[src/rtl/seq_divider.sv]
// seq_divider: iterative restoring divider, one quotient bit per cycle through a single shared subtractor.
// Signed operands are divided as magnitudes, and the signs are applied in the FIX state.
module seq_divider #(
   parameter int DATA_WIDTH = 32
) (
   input  logic                  clk,
   input  logic                  rst_n,
   input  logic                  start,
   input  logic                  signed_op,
   input  logic [DATA_WIDTH-1:0] dividend,
   input  logic [DATA_WIDTH-1:0] divisor,
   output logic                  busy,
   output logic                  done,
   output logic [DATA_WIDTH-1:0] quotient,
   output logic [DATA_WIDTH-1:0] remainder,
   output logic                  div_zero
);
   localparam int W = DATA_WIDTH;
   localparam int CW = $clog2(W);
   localparam logic [1:0] IDLE = 2'd0, CALC = 2'd1, FIX = 2'd2, DONE = 2'd3;
   logic [1:0] state;
   logic [CW-1:0] cnt;
   logic [W-1:0] dq, rem, dvs, t, dd_mag, dv_mag;
   logic [W:0] diff;
   logic sq, sd;
   assign dd_mag = (signed_op && dividend[W-1]) ? -dividend : dividend;
   assign dv_mag = (signed_op && divisor[W-1]) ? -divisor : divisor;
   // The partial remainder stays below 2^(W-1) before every shift, so dropping its MSB is lossless.
   assign t = {rem[W-2:0], dq[W-1]};
   assign diff = {1'b0, t} - {1'b0, dvs};
   assign busy = (state == CALC) || (state == FIX);
   assign done = state == DONE;
   always_ff @(posedge clk or negedge rst_n) begin
      if (!rst_n) begin
         state <= IDLE;
         cnt <= '0;
         dq <= '0;
         rem <= '0;
         dvs <= '0;
         sq <= 1'b0;
         sd <= 1'b0;
         quotient <= '0;
         remainder <= '0;
         div_zero <= 1'b0;
      end else begin
         case (state)
            CALC: begin
               rem <= diff[W] ? t : diff[W-1:0];
               dq <= {dq[W-2:0], ~diff[W]};
               cnt <= cnt + CW'(1);
               if (cnt == CW'(W - 1)) state <= FIX;
            end
            FIX: begin
               quotient <= sq ? -dq : dq;
               remainder <= sd ? -rem : rem;
               div_zero <= 1'b0;
               state <= DONE;
            end
            default: begin
               if (start) begin
                  sd <= signed_op & dividend[W-1];
                  sq <= signed_op & (dividend[W-1] ^ divisor[W-1]);
                  dq <= dd_mag;
                  dvs <= dv_mag;
                  rem <= '0;
                  cnt <= '0;
                  if (divisor == '0) begin
                     quotient <= '1;
                     remainder <= dividend;
                     div_zero <= 1'b1;
                     state <= DONE;
                  end else begin
                     state <= CALC;
                  end
               end else begin
                  state <= IDLE;
               end
            end
         endcase
      end
   end
endmodule

[config.mk]
export PLATFORM = sky130hd
export DESIGN_NAME = seq_divider
export DESIGN_NICKNAME = d
export VERILOG_FILES = /design/src/rtl/seq_divider.sv
export SDC_FILE = /design/constraint.sdc
export NUM_CORES = 1
export LEC_CHECK = 0
export CAP_MARGIN = 20
export CORE_MARGIN = 1
export CORE_UTILIZATION = 55
export CTS_CLUSTER_SIZE = 14
export DETAILED_ROUTE_END_ITERATION = 6
export PLACE_DENSITY = 0.79
export SLEW_MARGIN = 40
export SYNTH_ARGS = -nofsm -noshare
export SYNTH_HDL_FRONTEND = slang
export SYNTH_SLANG_ARGS = --single-unit
[constraint.sdc]
create_clock -name clk -period 3.55 [get_ports clk]
set_input_delay 0.8875 -clock clk [delete_from_list [all_inputs] [get_ports clk]]
set_output_delay 0.8875 -clock clk [all_outputs]
set_load 0.05 [all_outputs]
After elaboration in Yosys (flattened, before gate mapping)
Cells that the tools add are included.
- memories: 0
- memory bits (read-only): 0
- memory bits (writable): 0
- latch bits: 0
- output and inout port bits: 67
- register bits: 170
- divide/modulo/power cells: 0
- $lt $le $gt $ge: 0
- $add $sub $neg: 6
- equal/unequal tests: 5
- multipliers: 0
- shifts and indexed selects: 0
- bitwise logic cells: 7
- reductions and logical operators: 11
- mux-type cells: 24
- operator list (kind ; number):
    two-way mux 32 bit ; 11
    one-hot mux 32 bit (2 select lines) ; 4
    negation 32 bit ; 4
    subtractor 32 x 32 -> 33 bit ; 1
    logical NOT 32 bit ; 1
    one-hot mux 5 bit (2 select lines) ; 1
    two-way mux 2 bit ; 3
    nonzero test 2 bit ; 3
    adder 5 x 1 -> 5 bit, second input constant ; 1
    equality test 5 bit, second input constant ; 1
    two-way mux 5 bit ; 1
    equality test 2 bit, second input constant ; 2
    inverter 1 bit ; 4
    one-hot mux 2 bit (2 select lines) ; 1
    AND reduction 2 bit ; 2
    AND reduction 3 bit ; 1
    AND 1 bit ; 2
    equality test 2 x 1 -> 1 bit, second input constant ; 1
    logical AND 1 bit ; 2
    two-way mux 1 bit ; 2
    inequality test 2 x 1 -> 1 bit, second input constant ; 1
    one-hot mux 1 bit (2 select lines) ; 1
    OR reduction 2 bit ; 1
    logical OR 1 bit ; 1
    XOR 1 bit ; 1

Longest topological paths before layout
Gate-level depths: netlist of run 1.
- depth in word-level cells: 4
- mapped depth: 14
- gate-level depth less buffers: 12

Least setup slack after synthesis of run 1
OpenSTA, ideal clock, no wires.
- kind: input -> register
- start: input divisor[2]
- end: register dvs[25]
- setup slack: 0.634 ns
- stages on the path: 9
- arrival: 2.783 ns
- data required time: 3.417 ns
- cells stage by stage: nor4_2 > and3_1 > nand2_1 > nor4_4 > nand2_1 > or4_1 > o31ai_1 > xor2_1 > o21ai_0
- cells in the longest elaborated chain, start to end: 2
- RTL lines (element ; RTL line ; text):
    start: declaration ; 11 ; input logic [DATA_WIDTH-1:0] divisor,
    negation 32 bit ; 27 ; assign dv_mag = (signed_op && divisor[W-1]) ? -divisor : divisor;
    two-way mux 32 bit ; 27 ;
    end signal: assignment ; 64 ; dvs <= dv_mag;
    end: declaration ; 23 ; logic [W-1:0] dq, rem, dvs, t, dd_mag, dv_mag;
No other way between the ends.
A chain may end at the register's enable or synchronous reset.

Worst setup path in the final report of run 1
- start: register dq[31]
- end: register rem[17]
- cells in the longest elaborated chain, start to end: 3
- RTL lines (element ; RTL line ; text):
    start: declaration ; 23 ;
    start signal: assignment ; 49 ; dq <= {dq[W-2:0], ~diff[W]};
    start signal: assignment ; 63 ; dq <= dd_mag;
    subtractor 32 x 32 -> 33 bit ; 30 ; assign diff = {1'b0, t} - {1'b0, dvs};
    two-way mux 32 bit ; 48 ; rem <= diff[W] ? t : diff[W-1:0];
    one-hot mux 32 bit (2 select lines) ; 46 ; case (state)
    end signal: assignment ; 48 ;
    end: declaration ; 23 ;
No other way between the ends.

==> results of run 1 <==
per-layer routing:
layer,track usage,vias up
li1,-,5183
met1,0.369,4832
met2,0.469,310
met3,0.0478,51
met4,0.0833,0
met5,0,-
critical path, delay by kind of cell (launching register included):
| family | cells | cell delay [ns] |
|---|---|---|
| adders and majority gates | 2 | 0.59 |
| DFF | 1 | 0.43 |
| and+or+nand+nor | 4 | 0.79 |
| buffers and inverters | 1 | 0.09 |
| AOI/OAI and AO/OA | 5 | 1.28 |
per-stage QoR:
stage          setup TNS, ns  utilization  hold WS (ns)
2_1_floorplan              0            -         0.445
3_3_place_gp               0        0.655         0.455
3_5_place_dp          -0.168        0.655         0.470
4_1_cts                    0        0.684         0.484
5_1_grt                    0        0.684         0.516
6_report                   0        0.684         0.479
cells in the final DEF (no fill, tap or decap), types with 11 or more instances in the layout:
cell,instances
a21oi_1,114
a31oi_1,38
buf_4,45
clkbuf_16,17
clkdlybuf4s50_1,133
dfrtp_1,168
ha_1,40
inv_1,55
mux2i_1,24
nand2_1,197
nand2b_1,12
nand3_1,19
nor2_1,114
nor2b_1,12
nor3_1,13
nor4_1,11
o21ai_0,190
o31ai_1,26
or3_1,16
xnor2_1,48
xor2_1,92
where the power goes:
part	internal [mW]	switching (mW)
sequential	2.72	0.732
clock	1.01	0.811
combinational	2.32	4.18
total	6.05	5.72
final cells by class:
| cell class | instances | area share |
|---|---|---|
| Clock buffer | 20 | 0.0329 |
| Clock inverter | 12 | 0.00838 |
| Inverter | 55 | 0.0149 |
| Multi-Input combinational cell | 1091 | 0.484 |
| Sequential cell | 170 | 0.307 |
| Tap cell | 270 | 0.0243 |
| Timing Repair Buffer | 184 | 0.128 |
kinds of logic after synthesis:
logic type                 share of synthesized area
and+or+nand+nor                                0.179
buffers and inverters                         0.0440
adders and majority gates                     0.0477
DFF                                            0.372
xor gates and xnor gates                       0.107
muxes                                         0.0210
AOI/OAI and AO/OA                              0.229
synthesized netlist by cell type (all sizes together) (4+ instances only):
library cell,number,area (um^2)
buf,15,63.8
xnor2,48,420
or3,17,111
nand4,5,31.3
ha,42,526
nand2b,13,88.8
o31ai,29,245
o21bai,5,37.5
dfrtp,170,4250
and3,5,31.3
a21oi,115,579
a22oi,4,30.0
a32oi,9,78.8
nand2,198,743
nor3,13,65.1
nor4,18,183
o41ai,13,136
nor2b,12,75.1
nor2,114,428
o21ai,195,976
nand3,20,105
or4,14,118
mux2i,24,240
and2,5,31.3
a21o,8,60.1
clkbuf,62,234
a31oi,38,238
inv,55,206
a22o,4,35.0
xor2,92,806
flip-flops by register name, indices dropped and copies added (netlist names), 2 cells and up:
| register | flops |
|---|---|
| cnt | 5 |
| dq | 32 |
| dvs | 32 |
| quotient | 32 |
| rem | 32 |
| remainder | 32 |
| state | 2 |
how the worst max path moves through the flow:
stage	start	end	slack (ns)	cells past startpoint
global placement	dividend[10]	dq[30]$_DFFE_PN0P_	0.007	10
global route	divisor[13]	remainder[7]$_DFFE_PN0P_	0.08	10
detailed placement	dividend[10]	dq[30]$_DFFE_PN0P_	-0.05	10
floorplan	divisor[2]	dvs[25]$_DFFE_PN0P_	0.63	9
finish	dq[31]$_DFFE_PN0P_	rem[17]$_DFFE_PN0P_	0.25	12
CTS	dq[31]$_DFFE_PN0P_	rem[17]$_DFFE_PN0P_	0.26	12
==> results.md, run 1 <==
* Status: complete, no violations
* Count of cell types in the netlist at between 60 and 70
* Slew margin rel. at 0.538
* Clock Skew at 0.0108 ns
* Io pins at about 140
* Area Overhead vs Synth at 21.2%
* Post-synth EDFFs at 0
* M1 WL at between 10 and 15 mm
* HP Start: dvs[27]$_DFFE_PN0P_
* H-tree depth at 4
* Reg-to-reg endpoint: rem[17]$_DFFE_PN0P_
* 1st-pass router iterations at 5
* Dpl cells at between 1.5k and 2k
* Share of layout cells above drive strength 1 at 0.0731
* Die Ht at about 150 um
* DR WL met3 at approximately 1.4 mm
* Worst-path clk slew at 0.07 ns
* Worst reg-to-reg path cell count at 12
* Number of synthesized register bits at 170
* Hold worst-path end: dvs[27]$_DFFE_PN0P_
* Final Cell Area at 0.0139 mm^2
* Final nets at around 1.6k
* Global Route Usage Sum at 0.279
* Slowest stage delay, CP at 0.54 ns
* Seq/Total Area, Yosys at 0.372
* Die W at roughly 150 um
* PD cells at approximately 850 mW/mm^2
* Final Hold Viols at 0
* Tcrit/Tclk final at 0.931
* CTS tree: built
* Final worst setup slack at around 0.25 ns
* Post-CTS Setup Bufs at 0
* CTS Hold Buffers Added at 0
* RSZ-0062 raised after global routing: false
* FFs w/ async S/R, synth at 1.00
* Clk sinks at between 150 and 200
* Num CTS Buffers at 17
* DP HPWL at 21.4 mm
* Critical Path RT at ~3.9 ns
* Final setup fails at 0
* Min cycle time layout at ~3.3 ns
* R2r startpoint: dq[31]$_DFFE_PN0P_
* Finished Layout Cells at 1,802
* Post-route DRC at 0
* Multi-input gate area at just under 0.007 mm^2
* Post-cts resize count at 0
* Post-Syn Area per Cell at between 8 and 9 um^2
* Max Freq at about 300 MHz
* Antenna cells at 0
* Vias at between 10k and 15k
* Vias in the first global route at between 9k and 10k
* Remaining antenna violation count at 0
* Synth Cell Area at around 0.011 mm^2
* Crit path arrival time at 3.60 ns
* Cells on Worst Hold Path at 2
* Yosys warns at 0
* Final Max Tran Viols at 0
* GRT overflow at 0
* Routed wire length at ~29 mm
* Core Region at 0.0203 mm^2
* Hold WC Path Type: flop to flop
* Port Buffers at ~130
* Syn_nets at ~1.5k
* Cell Chain, Critical Path: inv_1 > ha_1 > fa_1 > nand2b_1 > a21oi_1 > o2111ai_1 > nand4_1 > nand2_1 > o31a_1 > and2_1 > a31oi_1 > o21ai_0
* Post-synth top flop: dfrtp_1
* Slowest cell on crit path: o31a_1
* Gp weighted congestion at between 0.9 and 1
* Max Buffers Root-to-Sink at 2
* Initial Util at 0.564
* Sequential cell area at ~0.0043 mm^2
* CP Class: flop to flop
* Critical Path Sink Type: flop
* Leak Pwr at 5.88 nW
* Critical path launch point type: flop
* Overall power at between 10 and 15 mW
* Routed vias/inst at between 5 and 6
* Root Driver: clkbuf_16
* Die ar. at 0.0214 mm^2
* CP Max Fanout at 13
* First-pass GRT wire length at about 48 mm
* Placed cell area at around 0.013 mm^2
* Core Rows at 52
* FILL cells at ~1.7k
* Cells after synthesis at 1,393
* Worst VDD drop at about 0.57 mV
* Place WS at -0.0507 ns
* WL per Instance at roughly 16 um
* Pin count of the biggest net entering global routing at a little over 80
* Worst R2R Setup Slack at about 0.25 ns
* Slew @ Worst Pin at roughly 0.69 ns
* Clock Latency Late Sink at about 0.44 ns
* Top Layer Used: met4
* Drt initial violations at ~730
* Initial antenna violation count at 0
* Max Cap Violations at 0
* Routed wl met2 at 13.9 mm
Note: power is estimated with default switching activity, not from simulation.
==> run 2: changes to the inputs <==
--- a/config.mk
+++ b/config.mk
@@ -7,10 +7,10 @@
 export LEC_CHECK = 0
 export CAP_MARGIN = 20
 export CORE_MARGIN = 1
-export CORE_UTILIZATION = 55
+export CORE_UTILIZATION = 57
 export CTS_CLUSTER_SIZE = 14
 export DETAILED_ROUTE_END_ITERATION = 6
-export PLACE_DENSITY = 0.79
+export PLACE_DENSITY = 0.91
 export SLEW_MARGIN = 40
 export SYNTH_ARGS = -nofsm -noshare
 export SYNTH_HDL_FRONTEND = slang
==> run 2 against run 1 <==
Die area down 3.5%. Non-clock buffer count down 2. Clock-buffer cell count unchanged. Register-to-register slack better by 0.09 ns. Sequential cell count unchanged. Routed wire length up 5.0%. Final area unchanged. Critical path depth down 3. Via count up 3.5%. Global-route usage up 2.7 points. Largest cell class unchanged.
==> results.md, run 2 (synthesis gave the netlist of run 1 again) <==
* Status: complete, no violations
* Slew @ Worst Pin at 0.773 ns
* Post-cts resize count at 0
* GRT Max-Usage Layer: met2
* First-pass GRT wire length at around 50 mm
* Worst VDD drop at 0.523 mV
* Core Region at roughly 0.020 mm^2
* Clk sinks at 170
* Max Buffers Root-to-Sink at 2
* PD cells at 864 mW/mm^2
* H-tree depth at 4
* Port Buffers at 134
* Remaining antenna violation count at 0
* Critical path launch point type: input pin
* Post-CTS Setup Bufs at 0
* Final Max Tran Viols at 0
* Initial antenna violation count at 0
* Slew margin rel. at 0.484
* Min cycle time layout at about 3.3 ns
* Die W at 144 um
* Final core utilization at 0.708
* Leak Pwr at between 5 and 6 nW
* GR Layer Usage met2 at 0.517
* Die Ht at approximately 140 um
* Finished Layout Cells at roughly 1.8k
* Io pins at 135
* Max Freq at between 300 and 400 MHz
* Final setup fails at 0
* Vias in the first global route at 10.2k
* CP Class: input pin to flop
* WL per Instance at between 15 and 20 um
* Post-route DRC at 0
* Num CTS Buffers at 17
* Final Cell Area at between 0.01 and 0.015 mm^2
* Grt met3 use at 0.0403
* FILL cells at about 1.5k
* Pin count of the biggest net entering global routing at 80
* Tcrit/Tclk final at 0.926
* CTS tree: built
* Antenna cells at 0
* DP HPWL at ~22 mm
* Gp weighted congestion at slightly above 0.9
* Worst R2R Setup Slack at 0.34 ns
* CTS Hold Buffers Added at 0
* Most frequent cells in the layout: nand2_1, o21ai_0, dfrtp_1
* Area Overhead vs Synth at 21.2%
* Setup TNS at 0 ns
* Drt initial violations at 964
* Final nets at approximately 1.6k
* RSZ-0062 raised after global routing: false
* Max Cap Violations at 0
* Routed vias/inst at 5.99
* CP Max Fanout at 4
* Worst-path clk slew at around 0.060 ns
* 1st-pass router iterations at 5
* Clock Latency Late Sink at around 0.44 ns
* Placed cell area at roughly 0.013 mm^2
* Root Driver: clkbuf_16
* Dpl cells at roughly 1.8k
* Clock Skew at between 0.007 and 0.008 ns
* Critical Path Sink Type: flop
* Vias at between 10k and 15k
* Leading cell type in the layout, fill and taps excluded: nand2_1
* Hold WC Path Type: input pin to async pin
* Routed wire length at ~30 mm
* Initial Util at 0.584
* Critical Path RT at between 3 and 4 ns
* Global Route Usage Sum at 0.306
* Share of layout cells above drive strength 1 at 0.0713
* GRT overflow at 0
* Core Rows at between 50 and 60
* Crit path arrival time at ~3.6 ns
* Met1 Use GR at 0.393
* Final Hold Viols at 0
* Die ar. at approximately 0.021 mm^2
## run 2: cell count changes in the layout (fill, tap and decap cells not counted), sizes merged
cell | previous run | this run
buf | 50 | 49
bufinv | 1 | 3
clkbuf | 21 | 20
clkinv | 3 | 4
clkinvlp | 5 | 4
inv | 58 | 55
## run 2: cell type report
class / instances / area, um^2 / area share
clock buffer: 20 / 447 / 0.0322
timing repair buffer: 182 / 1770 / 0.127
inverter: 55 / 206 / 0.0149
multi-input combinational: 1091 / 6720 / 0.484
tap: 265 / 332 / 0.0239
sequential: 170 / 4260 / 0.307
clock inverter: 11 / 148 / 0.0106
## run 2: through the flow
stage / total power [mW] / hold slack (ns) / worst slack (ns)
after floorplan: 8.01 / 0.445 / 0.634
after global placement: 9.72 / 0.456 / 0.00351
after detailed placement: 10.0 / 0.467 / -0.0971
after CTS: 12.0 / 0.481 / 0.295
after global routing: 12.8 / 0.506 / 0.0787
final: 12.0 / 0.478 / 0.264
## run 2: worst max-delay path, stage by stage
cell and delay (ns):
clkdlybuf4s50_1 0.44, nor4_1 0.41, nand3_1 0.21, or4_1 0.57, nor2b_1 0.25, nand3b_1 0.18
o21ai_0 0.29, xor2_1 0.22, a31oi_1 0.12
## run 2: worst paths after layout
kind                                     start                  endpoint  cells past startpoint
setup / recovery                  dividend[10]        dq[26]$_DFFE_PN0P_                      9
hold / removal                           rst_n  quotient[27]$_DFFE_PN0P_                      1
setup reg to reg            dq[31]$_DFFE_PN0P_       rem[22]$_DFFE_PN0P_                     12
hold reg to reg            dvs[26]$_DFFE_PN0P_       dvs[26]$_DFFE_PN0P_                      2
max in group asynchronous                rst_n  quotient[22]$_DFFE_PN0P_                      2
min in group clk           dvs[26]$_DFFE_PN0P_       dvs[26]$_DFFE_PN0P_                      2
## run 2: per-layer routing
layer | vias to the layer above | routed length (um)
met5 | - | 0
met4 | 0 | 1000
met3 | 83 | 1630
met2 | 435 | 14700
met1 | 5055 | 12800
li1 | 5170 | -
## run 2: power breakdown
group / switching (mW) / leakage (nW) / internal [mW] / total [mW]
Clock: 0.792 / 0.278 / 1.12 / 1.91
Sequential: 0.762 / 2.12 / 2.72 / 3.48
Combinational: 4.27 / 3.48 / 2.33 / 6.60
==> run 3: changes to the inputs <==
--- a/config.mk
+++ b/config.mk
@@ -6,7 +6,6 @@
 export NUM_CORES = 1
 export LEC_CHECK = 0
 export CAP_MARGIN = 20
-export CORE_MARGIN = 1
 export CORE_UTILIZATION = 57
 export CTS_CLUSTER_SIZE = 14
 export DETAILED_ROUTE_END_ITERATION = 6
==> results of run 3 <==
No change in the layout: final DEF, timing and power equal those of run 2.
